**config.mk**
```make
export PLATFORM = sky130hd
export DESIGN_NAME = memory_stage_flat
export DESIGN_NICKNAME = d
export VERILOG_FILES = /design/src/rtl/memory_stage_pkg.sv /design/src/rtl/memory_stage_if.sv /design/src/rtl/memory_stage_load_store_align.sv /design/src/rtl/memory_stage.sv /design/src/flat_wrapper.sv
export SDC_FILE = /design/constraint.sdc
export NUM_CORES = 1
export LEC_CHECK = 0
export ABC_CLOCK_PERIOD_IN_PS = 7000
export CORE_AREA = 2 2 127 129
export CTS_CLUSTER_DIAMETER = 50
export DETAILED_ROUTE_END_ITERATION = 12
export DIE_AREA = 0 0 129 131
export GPL_TIMING_DRIVEN = 0
export PLACE_DENSITY_LB_ADDON = 0.08
export SLEW_MARGIN = 20
export SYNTH_ARGS = -nofsm -noshare
export SYNTH_HDL_FRONTEND = slang
export SYNTH_SLANG_ARGS = --single-unit
```
**constraint.sdc**
```tcl
create_clock -name CLK -period 7 [get_ports CLK]
set_clock_uncertainty 0.15 [all_clocks]
set_input_delay 2.1 -clock CLK [delete_from_list [all_inputs] [get_ports CLK]]
set_output_delay 2.1 -clock CLK [all_outputs]
set_load 0.01 [all_outputs]
```
**src/rtl/memory_stage_pkg.sv**
```systemverilog
// Shared definitions for the RV32i memory stage: writeback-mux encodings,
// load/store funct3 codes and the data-memory access FSM states.
// Ports: none (package).
package memory_stage_pkg;

  // Writeback result mux select, shared with the writeback stage.
  localparam logic [1:0] RESULT_ALU = 2'b00;
  localparam logic [1:0] RESULT_MEM = 2'b01;
  localparam logic [1:0] RESULT_PC4 = 2'b10;

  // Load/store funct3 encodings. Bits [1:0] give the access size,
  // bit 2 selects zero-extension for loads.
  localparam logic [2:0] F3_B  = 3'b000;
  localparam logic [2:0] F3_H  = 3'b001;
  localparam logic [2:0] F3_W  = 3'b010;
  localparam logic [2:0] F3_BU = 3'b100;
  localparam logic [2:0] F3_HU = 3'b101;

  // Access size field (funct3[1:0]).
  localparam logic [1:0] SIZE_B = 2'b00;
  localparam logic [1:0] SIZE_H = 2'b01;
  localparam logic [1:0] SIZE_W = 2'b10;

  typedef enum logic {
    MEM_IDLE = 1'b0,
    MEM_WAIT = 1'b1
  } mem_state_t;

endpackage

```
**src/rtl/memory_stage_if.sv**
```systemverilog
// Data-memory request/response bus between the memory stage and data memory.
// master: drives request, write enable, word address, lane enables and data.
// slave:  returns ready (access completes this cycle) and the read word.
interface memory_stage_if;

  logic        DMem_Req;
  logic        DMem_We;
  logic [31:0] DMem_Addr;
  logic [3:0]  DMem_Byte_En;
  logic [31:0] DMem_Wdata;
  logic        DMem_Ready;
  logic [31:0] DMem_Rdata;

  modport master (
    output DMem_Req,
    output DMem_We,
    output DMem_Addr,
    output DMem_Byte_En,
    output DMem_Wdata,
    input  DMem_Ready,
    input  DMem_Rdata
  );

  modport slave (
    input  DMem_Req,
    input  DMem_We,
    input  DMem_Addr,
    input  DMem_Byte_En,
    input  DMem_Wdata,
    output DMem_Ready,
    output DMem_Rdata
  );

endinterface

```
**src/rtl/memory_stage_load_store_align.sv**
```systemverilog
// load_store_align: lane steering for byte/half/word accesses.
// Latency: purely combinational. Backpressure: none (no state).
// Ports: mem_read/mem_write/funct3/addr_lo describe the access; store_data in,
//   byte_en/wdata out for stores; rdata in, load_ext out for loads;
//   misaligned flags bad alignment or an illegal funct3 for the access type.
module load_store_align
  import memory_stage_pkg::*;
(
  input  logic        mem_read,
  input  logic        mem_write,
  input  logic [2:0]  funct3,
  input  logic [1:0]  addr_lo,
  input  logic [31:0] store_data,
  input  logic [31:0] rdata,
  output logic [3:0]  byte_en,
  output logic [31:0] wdata,
  output logic        misaligned,
  output logic [31:0] load_ext
);

  logic        legal;
  logic        bad_align;
  logic [7:0]  byte_lane;
  logic [15:0] half_lane;

  // Loads take priority when both read and write are raised, so the load
  // table decides legality in that case.
  always_comb begin
    legal = 1'b0;
    if (mem_read) begin
      legal = (funct3 == F3_B) || (funct3 == F3_H) || (funct3 == F3_W) ||
              (funct3 == F3_BU) || (funct3 == F3_HU);
    end else if (mem_write) begin
      legal = (funct3 == F3_B) || (funct3 == F3_H) || (funct3 == F3_W);
    end
  end

  always_comb begin
    bad_align = 1'b0;
    case (funct3[1:0])
      SIZE_H:  bad_align = addr_lo[0];
      SIZE_W:  bad_align = (addr_lo != 2'b00);
      default: bad_align = 1'b0;
    endcase
  end

  // An illegal funct3 is reported as a misaligned access.
  assign misaligned = (mem_read | mem_write) & (~legal | bad_align);

  // Store side: lane enables and lane-replicated data.
  always_comb begin
    byte_en = 4'b1111;
    wdata   = store_data;
    case (funct3[1:0])
      SIZE_B: begin
        byte_en = 4'b0001 << addr_lo;
        wdata   = {4{store_data[7:0]}};
      end
      SIZE_H: begin
        byte_en = 4'b0011 << addr_lo;
        wdata   = {2{store_data[15:0]}};
      end
      default: begin
        byte_en = 4'b1111;
        wdata   = store_data;
      end
    endcase
  end

  // Load side: pick the addressed lane, then sign- or zero-extend.
  always_comb begin
    byte_lane = rdata[7:0];
    case (addr_lo)
      2'd0:    byte_lane = rdata[7:0];
      2'd1:    byte_lane = rdata[15:8];
      2'd2:    byte_lane = rdata[23:16];
      default: byte_lane = rdata[31:24];
    endcase
  end

  // Halfwords only ever sit at lane 0 or lane 2 when aligned.
  assign half_lane = addr_lo[1] ? rdata[31:16] : rdata[15:0];

  always_comb begin
    load_ext = rdata;
    case (funct3)
      F3_B:    load_ext = {{24{byte_lane[7]}}, byte_lane};
      F3_H:    load_ext = {{16{half_lane[15]}}, half_lane};
      F3_BU:   load_ext = {24'd0, byte_lane};
      F3_HU:   load_ext = {16'd0, half_lane};
      default: load_ext = rdata;
    endcase
  end

endmodule

```
**src/rtl/memory_stage.sv**
```systemverilog
// memory_stage: RV32i M stage; issues data-memory accesses and holds MEM/WB.
// Latency: one cycle to W; zero extra when DMem_Ready is high on request.
// Backpressure: Stall_M holds upstream while DMem_Ready is low; gives up
//   after MAX_WAIT wait cycles with a Bus_Timeout_M pulse and a W bubble.
// Ports: CLK/RST (sync, active-high); *_M pipeline inputs from EX/MEM;
//   dmem data-memory bus (master); Stall_M, Misaligned_M, Bus_Timeout_M;
//   *_W MEM/WB register outputs feeding the writeback mux.
module memory_stage
  import memory_stage_pkg::*;
#(
  parameter int unsigned MAX_WAIT = 255
)
(
  input  logic                 CLK,
  input  logic                 RST,
  input  logic                 Valid_M,
  input  logic                 Reg_Write_M,
  input  logic [4:0]           Rd_M,
  input  logic [1:0]           Result_Src_Sel_M,
  input  logic                 Mem_Read_M,
  input  logic                 Mem_Write_M,
  input  logic [2:0]           Funct3_M,
  input  logic [31:0]          ALU_Out_M,
  input  logic [31:0]          Store_Data_M,
  input  logic [31:0]          PC_Plus_4_M,
  memory_stage_if.master       dmem,
  output logic                 Stall_M,
  output logic                 Misaligned_M,
  output logic                 Bus_Timeout_M,
  output logic                 Valid_W,
  output logic                 Reg_Write_W,
  output logic [4:0]           Rd_W,
  output logic [1:0]           Result_Src_Sel_W,
  output logic [31:0]          ALU_Out_W,
  output logic [31:0]          Data_Out_Ext_W,
  output logic [31:0]          PC_Plus_4_W
);

  localparam logic [7:0] MAX_WAIT_C = 8'(MAX_WAIT);

  mem_state_t  state, state_nxt;
  logic [7:0]  wait_cnt, wait_cnt_nxt;

  logic        mem_op;
  logic        misaligned;
  logic        access;
  logic        timeout_now;
  logic        stall_raw;
  logic        fault_mis;
  logic        fault_to;
  logic        w_take;
  logic [3:0]  byte_en;
  logic [31:0] wdata;
  logic [31:0] load_ext;

  load_store_align u_align (
    .mem_read   (Mem_Read_M),
    .mem_write  (Mem_Write_M),
    .funct3     (Funct3_M),
    .addr_lo    (ALU_Out_M[1:0]),
    .store_data (Store_Data_M),
    .rdata      (dmem.DMem_Rdata),
    .byte_en    (byte_en),
    .wdata      (wdata),
    .misaligned (misaligned),
    .load_ext   (load_ext)
  );

  assign mem_op = Valid_M & (Mem_Read_M | Mem_Write_M);
  assign access = mem_op & ~misaligned;

  // Ready arriving on the last tolerated cycle still completes the access.
  assign timeout_now = (state == MEM_WAIT) && (wait_cnt == MAX_WAIT_C) &&
                       !dmem.DMem_Ready;

  assign stall_raw = access & ~dmem.DMem_Ready & ~timeout_now;
  assign fault_mis = mem_op & misaligned;
  assign fault_to  = access & timeout_now;

  // Reset abandons an outstanding access in the same cycle, so every
  // request/fault/stall output is gated by RST combinationally.
  assign dmem.DMem_Req      = access & ~timeout_now & ~RST;
  assign dmem.DMem_We       = access & ~timeout_now & ~RST &
                              Mem_Write_M & ~Mem_Read_M;
  assign dmem.DMem_Addr     = {ALU_Out_M[31:2], 2'b00};
  assign dmem.DMem_Byte_En  = byte_en;
  assign dmem.DMem_Wdata    = wdata;

  assign Stall_M       = stall_raw & ~RST;
  assign Misaligned_M  = fault_mis & ~RST;
  assign Bus_Timeout_M = fault_to & ~RST;

  // ---------------------------------------------------------------- FSM
  always_ff @(posedge CLK) begin
    if (RST) begin
      state    <= MEM_IDLE;
      wait_cnt <= 8'd0;
    end else begin
      state    <= state_nxt;
      wait_cnt <= wait_cnt_nxt;
    end
  end

  always_comb begin
    state_nxt    = state;
    wait_cnt_nxt = wait_cnt;
    unique case (state)
      MEM_IDLE: begin
        if (access && !dmem.DMem_Ready) begin
          state_nxt    = MEM_WAIT;
          wait_cnt_nxt = 8'd1;
        end
      end
      MEM_WAIT: begin
        // Leaving on !access is defensive: upstream is held while stalled.
        if (!access || dmem.DMem_Ready || timeout_now) begin
          state_nxt    = MEM_IDLE;
          wait_cnt_nxt = 8'd0;
        end else if (wait_cnt != 8'hFF) begin
          wait_cnt_nxt = wait_cnt + 8'd1;
        end
      end
      default: begin
        state_nxt    = MEM_IDLE;
        wait_cnt_nxt = 8'd0;
      end
    endcase
  end

  // ------------------------------------------------------ MEM/WB register
  // Anything that is not a completed instruction enters W as a bubble.
  assign w_take = Valid_M & ~stall_raw & ~fault_mis & ~fault_to;

  always_ff @(posedge CLK) begin
    if (RST || !w_take) begin
      Valid_W          <= 1'b0;
      Reg_Write_W      <= 1'b0;
      Rd_W             <= 5'd0;
      Result_Src_Sel_W <= RESULT_ALU;
      ALU_Out_W        <= 32'd0;
      Data_Out_Ext_W   <= 32'd0;
      PC_Plus_4_W      <= 32'd0;
    end else begin
      Valid_W          <= 1'b1;
      Reg_Write_W      <= Reg_Write_M;
      Rd_W             <= Rd_M;
      Result_Src_Sel_W <= Result_Src_Sel_M;
      ALU_Out_W        <= ALU_Out_M;
      // Reaching here with a load means DMem_Ready was high this cycle.
      Data_Out_Ext_W   <= Mem_Read_M ? load_ext : 32'd0;
      PC_Plus_4_W      <= PC_Plus_4_M;
    end
  end

endmodule

```
**src/flat_wrapper.sv**
```systemverilog
// flat-port wrapper written by rule: the top's interface ports become plain ports
module memory_stage_flat import memory_stage_pkg::*;
#(
  parameter int unsigned MAX_WAIT = 255
)
  (CLK, RST, Valid_M, Reg_Write_M, Rd_M, Result_Src_Sel_M, Mem_Read_M, Mem_Write_M, Funct3_M, ALU_Out_M, Store_Data_M, PC_Plus_4_M, Stall_M, Misaligned_M, Bus_Timeout_M, Valid_W, Reg_Write_W, Rd_W, Result_Src_Sel_W, ALU_Out_W, Data_Out_Ext_W, PC_Plus_4_W, dmem_DMem_Req, dmem_DMem_We, dmem_DMem_Addr, dmem_DMem_Byte_En, dmem_DMem_Wdata, dmem_DMem_Ready, dmem_DMem_Rdata);
  memory_stage_if dmem_i ();
  input  logic CLK;
  input  logic RST;
  input  logic Valid_M;
  input  logic Reg_Write_M;
  input  logic [4:0] Rd_M;
  input  logic [1:0] Result_Src_Sel_M;
  input  logic Mem_Read_M;
  input  logic Mem_Write_M;
  input  logic [2:0] Funct3_M;
  input  logic [31:0] ALU_Out_M;
  input  logic [31:0] Store_Data_M;
  input  logic [31:0] PC_Plus_4_M;
  output logic Stall_M;
  output logic Misaligned_M;
  output logic Bus_Timeout_M;
  output logic Valid_W;
  output logic Reg_Write_W;
  output logic [4:0] Rd_W;
  output logic [1:0] Result_Src_Sel_W;
  output logic [31:0] ALU_Out_W;
  output logic [31:0] Data_Out_Ext_W;
  output logic [31:0] PC_Plus_4_W;
  output wire logic [$bits(dmem_i.DMem_Req)-1:0] dmem_DMem_Req;
  output wire logic [$bits(dmem_i.DMem_We)-1:0] dmem_DMem_We;
  output wire logic [$bits(dmem_i.DMem_Addr)-1:0] dmem_DMem_Addr;
  output wire logic [$bits(dmem_i.DMem_Byte_En)-1:0] dmem_DMem_Byte_En;
  output wire logic [$bits(dmem_i.DMem_Wdata)-1:0] dmem_DMem_Wdata;
  input wire logic [$bits(dmem_i.DMem_Ready)-1:0] dmem_DMem_Ready;
  input wire logic [$bits(dmem_i.DMem_Rdata)-1:0] dmem_DMem_Rdata;
  assign dmem_DMem_Req = dmem_i.DMem_Req;
  assign dmem_DMem_We = dmem_i.DMem_We;
  assign dmem_DMem_Addr = dmem_i.DMem_Addr;
  assign dmem_DMem_Byte_En = dmem_i.DMem_Byte_En;
  assign dmem_DMem_Wdata = dmem_i.DMem_Wdata;
  assign dmem_i.DMem_Ready = dmem_DMem_Ready;
  assign dmem_i.DMem_Rdata = dmem_DMem_Rdata;
  memory_stage #(.MAX_WAIT(MAX_WAIT)) u_core (.CLK(CLK), .RST(RST), .Valid_M(Valid_M), .Reg_Write_M(Reg_Write_M), .Rd_M(Rd_M), .Result_Src_Sel_M(Result_Src_Sel_M), .Mem_Read_M(Mem_Read_M), .Mem_Write_M(Mem_Write_M), .Funct3_M(Funct3_M), .ALU_Out_M(ALU_Out_M), .Store_Data_M(Store_Data_M), .PC_Plus_4_M(PC_Plus_4_M), .dmem(dmem_i), .Stall_M(Stall_M), .Misaligned_M(Misaligned_M), .Bus_Timeout_M(Bus_Timeout_M), .Valid_W(Valid_W), .Reg_Write_W(Reg_Write_W), .Rd_W(Rd_W), .Result_Src_Sel_W(Result_Src_Sel_W), .ALU_Out_W(ALU_Out_W), .Data_Out_Ext_W(Data_Out_Ext_W), .PC_Plus_4_W(PC_Plus_4_W));
endmodule
```
==> run_results.csv, run 1 <==
group,metric,value,unit
status,status,"finished clean",
setup_path,max_stage_delay,0.57,ns
min_path,hp-start,"u_core.wait_cnt[6]",
floorplan,ios,323,
clocking,cts-root-buf,"clkbuf_16",
global_route,grt_pass1_vias,4645,
min_path,worstHoldEndpoint,"u_core.wait_cnt[6]",
clocking,postCtsHoldBufs,0,
setup_path,reg2regPathDepth,6,
timing,tightest_slew,0.525,ns
final_layout,layout_common_cells,"clkdlybuf4s50_1 (318), dfxtp_1 (114), and2_1 (73)",
synth,postSynthAreaPerCell,9.54,um2
routing,wl_per_cell,15.6,um
global_route,grt_util_all_layers,18.9,%
power_and_ir_drop,totalPowerFinal,0.00187,W
placement,dpl_cell_area,0.00822,mm2
synth,syn_inst,497,
floorplan,die_h,131,um
timing,fin_crit,6.79,ns
floorplan,start_util,30.4,%
final_layout,diodes,0,
power_and_ir_drop,ir_drop,0.162,mV
setup_path,r2r-start,"u_core.wait_cnt[0]",
setup_path,crit_path_end_kind,"primary output",
routing,via_per_inst,4.36,
clocking,htreeDepth,4,
floorplan,die_x,129,um
min_path,hold_path_depth,1,
setup_path,worst_path_max_delay_cell,"clkdlybuf4s50_1",
synth,synth_top_area_cell,"dfxtp_1",
routing,routed_wirelength,16600,um
placement,dp_hpwl,13100,um
placement,dp_slack,-0.409,ns
global_route,overflow,0,
setup_path,critPathMaxFanout,10,
synth,ys_types,51,
setup_path,r2r-end,"u_core.wait_cnt[5]",
synth,synth-edff-count,0,
routing,drt-pass1-iter-count,4,
final_layout,fill_cells,1396,
final_layout,layout_commonest_cell,"clkdlybuf4s50_1",
timing,setup_ws,0.214,ns
setup_path,ff2ff_setup_slack,5.04,ns
final_layout,fin_nets,986,
placement,numPortBuffers,320,
timing,relSlewSlack,64.9,%
final_layout,stdcell_count,1065,
timing,hold_violations,0,
synth,synth-seq-cells,114,
timing,setup_viol,0,
synth,synthesis.area,0.00474,mm2
setup_path,critPathKind,"in2out",
min_path,min_path_type,"reg2reg",
setup_path,cp-start-kind,"input port",
synth,synth_area_leaders,"dfxtp_1 (48%), and2_1 (9.6%), buf_4 (6.7%)",
floorplan,dieArea,0.0169,mm2
clocking,clock-sinks,114,
clocking,numCtsBuffers,17,
final_layout,syn_to_final_growth,86.7,%
setup_path,required,4.75,ns
routing,vias,4646,
routing,drtIter0Drc,180,
floorplan,coreArea,0.0156,mm2
synth,synth-main-ff-cell,"dfxtp_1",
final_layout,drive_gt1_share,14.0,%
routing,drc_errors,0,
power_and_ir_drop,powerDensity,211,mW/mm2
clocking,path_clk_slew,0.05,ns
power_and_ir_drop,leakagePower,3.55,nW
job,max_cap_viol_count,0,
global_route,antenna_found_initial,0,
global_route,grt_max_degree,17,
clocking,clk_latency,0.41,ns
timing,rsz0062_at_grt,"false",
global_route,grt_pass1_wl,24200,um
timing,drv_slew,0,
setup_path,crit_chain,"clkdlybuf4s50_1, clkbuf_8, inv_1, ha_1, buf_4, o211ai_2, nand2_4, or2_4, nor3_2, clkdlybuf4s50_1",
setup_path,crit_arrival,4.54,ns
synth,yosysSeqAreaShare,48.1,%
placement,dp.cells,1034,
timing,fmax,0.147,GHz
timing,fin_crit_sh,96.9,%
synth,async_flop_share,0,%
placement,gp_congestion,0.811,
final_layout,finish.utilization,56.7,%
routing,antenna_left,0,
synth,yosys_warnings,0,
synth,synth_top_cell_area_share,48.1,%
clocking,cts_tree,"built",
setup_path,cp_common_cell,"clkdlybuf4s50_1",
floorplan,rows,46,
clocking,cts.path.max_buffers,2,
final_layout,final_area,0.00885,mm2
## how the worst max path moves through the flow
stage / start / to / slack [ns] / cells past startpoint
after global routing: Funct3_M[1] / dmem_DMem_Req / 0.04 / 10
after floorplan: Funct3_M[1] / Stall_M / 0.69 / 8
after global placement: Funct3_M[1] / Stall_M / -0.41 / 10
final: Funct3_M[1] / dmem_DMem_Req / 0.21 / 10
after detailed placement: Funct3_M[1] / Stall_M / -0.41 / 10
after CTS: Funct3_M[1] / dmem_DMem_We / 0.03 / 11
## cells by family after synthesis
logic type	after synthesis	synth area share, %
compound gates	98	14.1
flops	114	48.1
buf+inv	82	11.2
xor+xnor	1	0.185
mux	16	3.96
fa+ha+maj	4	1.06
simple gates	181	21.2
other cells	1	0.0791
## routing by layer
metal / GRT usage (%) / routed length (um) / share of wire (%)
met3: 7.33 / 1390 / 8.4
met4: 5.75 / 128 / 0.77
met1: 20.7 / 6210 / 37
met5: 0 / 0 / 0
met2: 33.8 / 8890 / 53
## synth_stat cells (all sizes together) (5+ instances only)
| cell type | n |
|---|---|
| dfxtp | 114 |
| and2 | 73 |
| buf | 55 |
| nand2 | 50 |
| a21oi | 34 |
| clkbuf | 15 |
| nand3 | 15 |
| o21ai | 15 |
| a22oi | 13 |
| inv | 12 |
| mux2 | 12 |
| nor2 | 11 |
| a22o | 9 |
| nor3 | 9 |
| o22ai | 9 |
| a211oi | 5 |
| nor2b | 5 |
## area by class of cell
cell class | instances | area [um2] | area share (%)
repair buffers | 320 | 3200 | 36.2
well taps | 216 | 270 | 3.05
clock buffers | 19 | 453 | 5.12
inverters | 12 | 45.0 | 0.509
flip-flops and latches | 114 | 2280 | 25.8
clock inverters | 12 | 156 | 1.77
plain buffers | 70 | 499 | 5.64
multi-input cells | 302 | 1940 | 21.9
## registers in the layout (all words and copies together), names as in the netlist
signal	count
u_core.state	1
u_core.Reg_Write_W	1
u_core.PC_Plus_4_W	32
u_core.Valid_W	1
u_core.ALU_Out_W	32
u_core.wait_cnt	8
u_core.Data_Out_Ext_W	32
u_core.Rd_W	5
u_core.Result_Src_Sel_W	2
## critical path: cells and delay by family
kind / cells / cell delay [ns]
buffers and inverters: 5 / 1.50
AND/OR/NAND/NOR: 3 / 0.57
adder cells (fa/ha/maj): 1 / 0.18
AO/OA/AOI/OAI: 1 / 0.18
## report_power, final
part | switching (W) | internal, W
Sequential | 0.00000371 | 0.000663
Combinational | 0.000119 | 0.000189
Clock | 0.000314 | 0.000578
Total | 0.000437 | 0.00143
## through the flow
step / TNS [ns] / hold slack, ns
6_report: 0 / 0.308
2_1_floorplan: 0 / 0.282
3_3_place_gp: -2.36 / 0.290
4_1_cts: 0 / 0.313
5_1_grt: 0 / 0.353
3_5_place_dp: -2.62 / 0.305
## repair_timing
action / in CTS / in global routing
gates resized for setup: 5 / 6
setup endpoints to repair: 15 / 11
buffers inserted: 0 / 0
pin swaps: 0 / 0
Power figures use the tool's default switching activity.
==> run 2, diff against run 1 <==
CELL_PAD_IN_SITES_DETAIL_PLACEMENT = 0   (was unset)
CELL_PAD_IN_SITES_GLOBAL_PLACEMENT = 1   (was unset)
CORE_AREA = unset   (was 2 2 127 129)
CORE_MARGIN = 2   (was unset)
CORE_UTILIZATION = 27   (was unset)
DIE_AREA = unset   (was 0 0 129 131)
REMOVE_ABC_BUFFERS = 1   (was unset)
==> run 2 against run 1 <==
Effect of this change: worst setup slack gained 0.0060 ns; utilization shrank 7.8 points; largest power group unchanged; sequential share of layout area grew 1.3 points; highest routed layer unchanged; cell count shrank 5.1%; sequential power is essentially flat; wire length shrank 0.10%; clock power shrank 4.7%; design area shrank 4.7%.
==> run_results.csv, run 2 (synthesis results as in run 1) <==
group,metric,value,unit
placement,dp.cells,974,
clocking,clk_latency,0.40,ns
floorplan,start_util,27.5,%
global_route,antenna_found_initial,0,
power_and_ir_drop,powerDensity,214,mW/mm2
min_path,min_path_type,"reg2reg",
setup_path,cp_common_cell,"clkdlybuf4s50_1",
power_and_ir_drop,power_switching,0.000404,W
power_and_ir_drop,ir_drop,0.165,mV
routing,vias,4417,
final_layout,layout_commonest_cell,"clkdlybuf4s50_1",
final_layout,largest_registers,"u_core.ALU_Out_W x32, u_core.Data_Out_Ext_W x32, u_core.PC_Plus_4_W x32",
clocking,postCtsHoldBufs,0,
setup_path,reg2regPathDepth,6,
clocking,path_clk_slew,0.05,ns
floorplan,die_h,137,um
placement,dp_hpwl,12000,um
global_route,grt_pass1_vias,4372,
setup_path,critPathLaunch,"Funct3_M[0]",
routing,via_per_inst,4.37,
floorplan,ios,323,
final_layout,fin_nets,924,
routing,drc_errors,0,
routing,routed_wirelength,16600,um
setup_path,crit_path_end,"dmem_DMem_We",
timing,rsz0062_at_grt,"false",
clocking,cts-root-buf,"clkbuf_16",
setup_path,r2r-end,"u_core.wait_cnt[5]",
power_and_ir_drop,pwr-share-seq,36.9,%
clocking,numCtsBuffers,17,
timing,fin_crit_sh,96.9,%
clocking,htreeDepth,4,
final_layout,layout_common_cells,"clkdlybuf4s50_1 (317), dfxtp_1 (114), and2_1 (73)",
clocking,cts_tree,"built",
setup_path,r2r-start,"u_core.wait_cnt[0]",
setup_path,crit_path_end_kind,"primary output",
clocking,clock-sinks,114,
global_route,grt_util_all_layers,17.2,%
setup_path,max_stage_delay,0.54,ns
setup_path,critPathMaxFanout,7,
timing,relSlewSlack,34.1,%
clocking,cts.path.max_buffers,2,
floorplan,rows,48,
setup_path,required,4.75,ns
timing,hold_violations,0,
floorplan,coreArea,0.0172,mm2
floorplan,dieArea,0.0186,mm2
global_route,overflow,0,
floorplan,die_x,137,um
job,max_cap_viol_count,0,
timing,fin_crit,6.78,ns
placement,gp_congestion,0.774,
global_route,grt_max_degree,74,
setup_path,worst_path_max_delay_cell,"clkdlybuf4s50_1",
setup_path,ff2ff_setup_slack,5.03,ns
placement,numPortBuffers,320,
final_layout,stdcell_count,1011,
timing,drv_slew,0,
final_layout,drive_gt1_share,8.65,%
setup_path,crit_chain,"clkdlybuf4s50_1, inv_1, ha_1, o211ai_2, nand2_2, or2_4, nor3_2, and3_1, clkdlybuf4s50_1",
timing,setup_viol,0,
setup_path,critPathKind,"in2out",
power_and_ir_drop,pwr-share-comb,16.1,%
final_layout,fill_cells,1617,
final_layout,diodes,0,
timing,tightest_slew,0.988,ns
setup_path,crit_arrival,4.53,ns
power_and_ir_drop,p_sw_share,22.4,%
status,status,"finished clean",
routing,drt-pass1-iter-count,4,
power_and_ir_drop,p_clk_share,47.0,%
routing,wl_per_cell,16.4,um
final_layout,syn_to_final_growth,77.9,%
routing,drtIter0Drc,153,
routing,antenna_left,0,
power_and_ir_drop,p_int,0.00140,W
timing,fmax,0.147,GHz
global_route,grt_pass1_wl,24100,um
power_and_ir_drop,leakagePower,3.26,nW
setup_path,cp-start-kind,"input port",
final_layout,finish.utilization,48.9,%
==> run 2: through the flow <==
step / setup slack, ns / cell area, um2 / power [W] / hold slack, ns / setup TNS (ns)
floorplan: 0.203 / 4260 / 0.000766 / 0.282 / 0
global placement: -1.62 / 7740 / 0.000962 / 0.290 / -21.95
detailed placement: -1.00 / 7770 / 0.000966 / 0.302 / -10.14
CTS: 0.0724 / 8410 / 0.00183 / 0.310 / 0
global route: 0.0222 / 8430 / 0.00188 / 0.336 / 0
finish: 0.220 / 8430 / 0.00181 / 0.306 / 0
==> run 2: timing repair <==
item / 4_1_cts / 5_1_grt
resized for setup: 5 / 1
setup buffers: 3 / 2
cloned: 1 / 1
pin swaps: 2 / 1
endpoints found under the setup margin: 24 / 1
==> run 2: worst min path at each step <==
stage	startpoint	to	cells after the start
2_1_floorplan	u_core.wait_cnt[6]	u_core.wait_cnt[6]	1
4_1_cts	u_core.wait_cnt[6]	u_core.wait_cnt[6]	1
3_5_place_dp	u_core.wait_cnt[6]	u_core.wait_cnt[6]	1
3_3_place_gp	u_core.wait_cnt[6]	u_core.wait_cnt[6]	1
6_report	u_core.wait_cnt[6]	u_core.wait_cnt[6]	1
5_1_grt	u_core.wait_cnt[6]	u_core.wait_cnt[6]	1
==> run 2: layout make-up <==
type                            count  area [um2]  share of cell area, %
Multi-Input combinational cell    304        1970                   23.4
Tap cell                          225         282                   3.34
Clock inverter                      4        72.6                  0.861
Inverter                           12        45.0                  0.534
Clock buffer                       26         509                   6.04
Sequential cell                   114        2280                   27.1
Timing Repair Buffer              326        3270                   38.8
==> run 2: power groups by stage <==
stage	Sequential (W)	Combinational [W]	Clock [W]
2_1_floorplan	0.000687	0.0000786	0
3_3_place_gp	0.000680	0.000282	0
3_5_place_dp	0.000680	0.000286	0
4_1_cts	0.000667	0.000292	0.000874
5_1_grt	0.000667	0.000312	0.000899
6_report	0.000667	0.000291	0.000850
==> run 2: routing by layer <==
metal  track usage, %  vias up  share of wire (%)
li1                 -     2202                  -
met1             18.7     2022                 38
met2             30.1      174                 52
met3             6.70       19                7.5
met4             6.77        0                2.1
met5                0        -                  0
==> run 2: worst max-delay path: cells and delay by family <==
family,cells,cell delay (ns)
buf+inv,3,1.19
fa+ha+maj,1,0.25
simple gates,4,0.80
compound gates,1,0.18
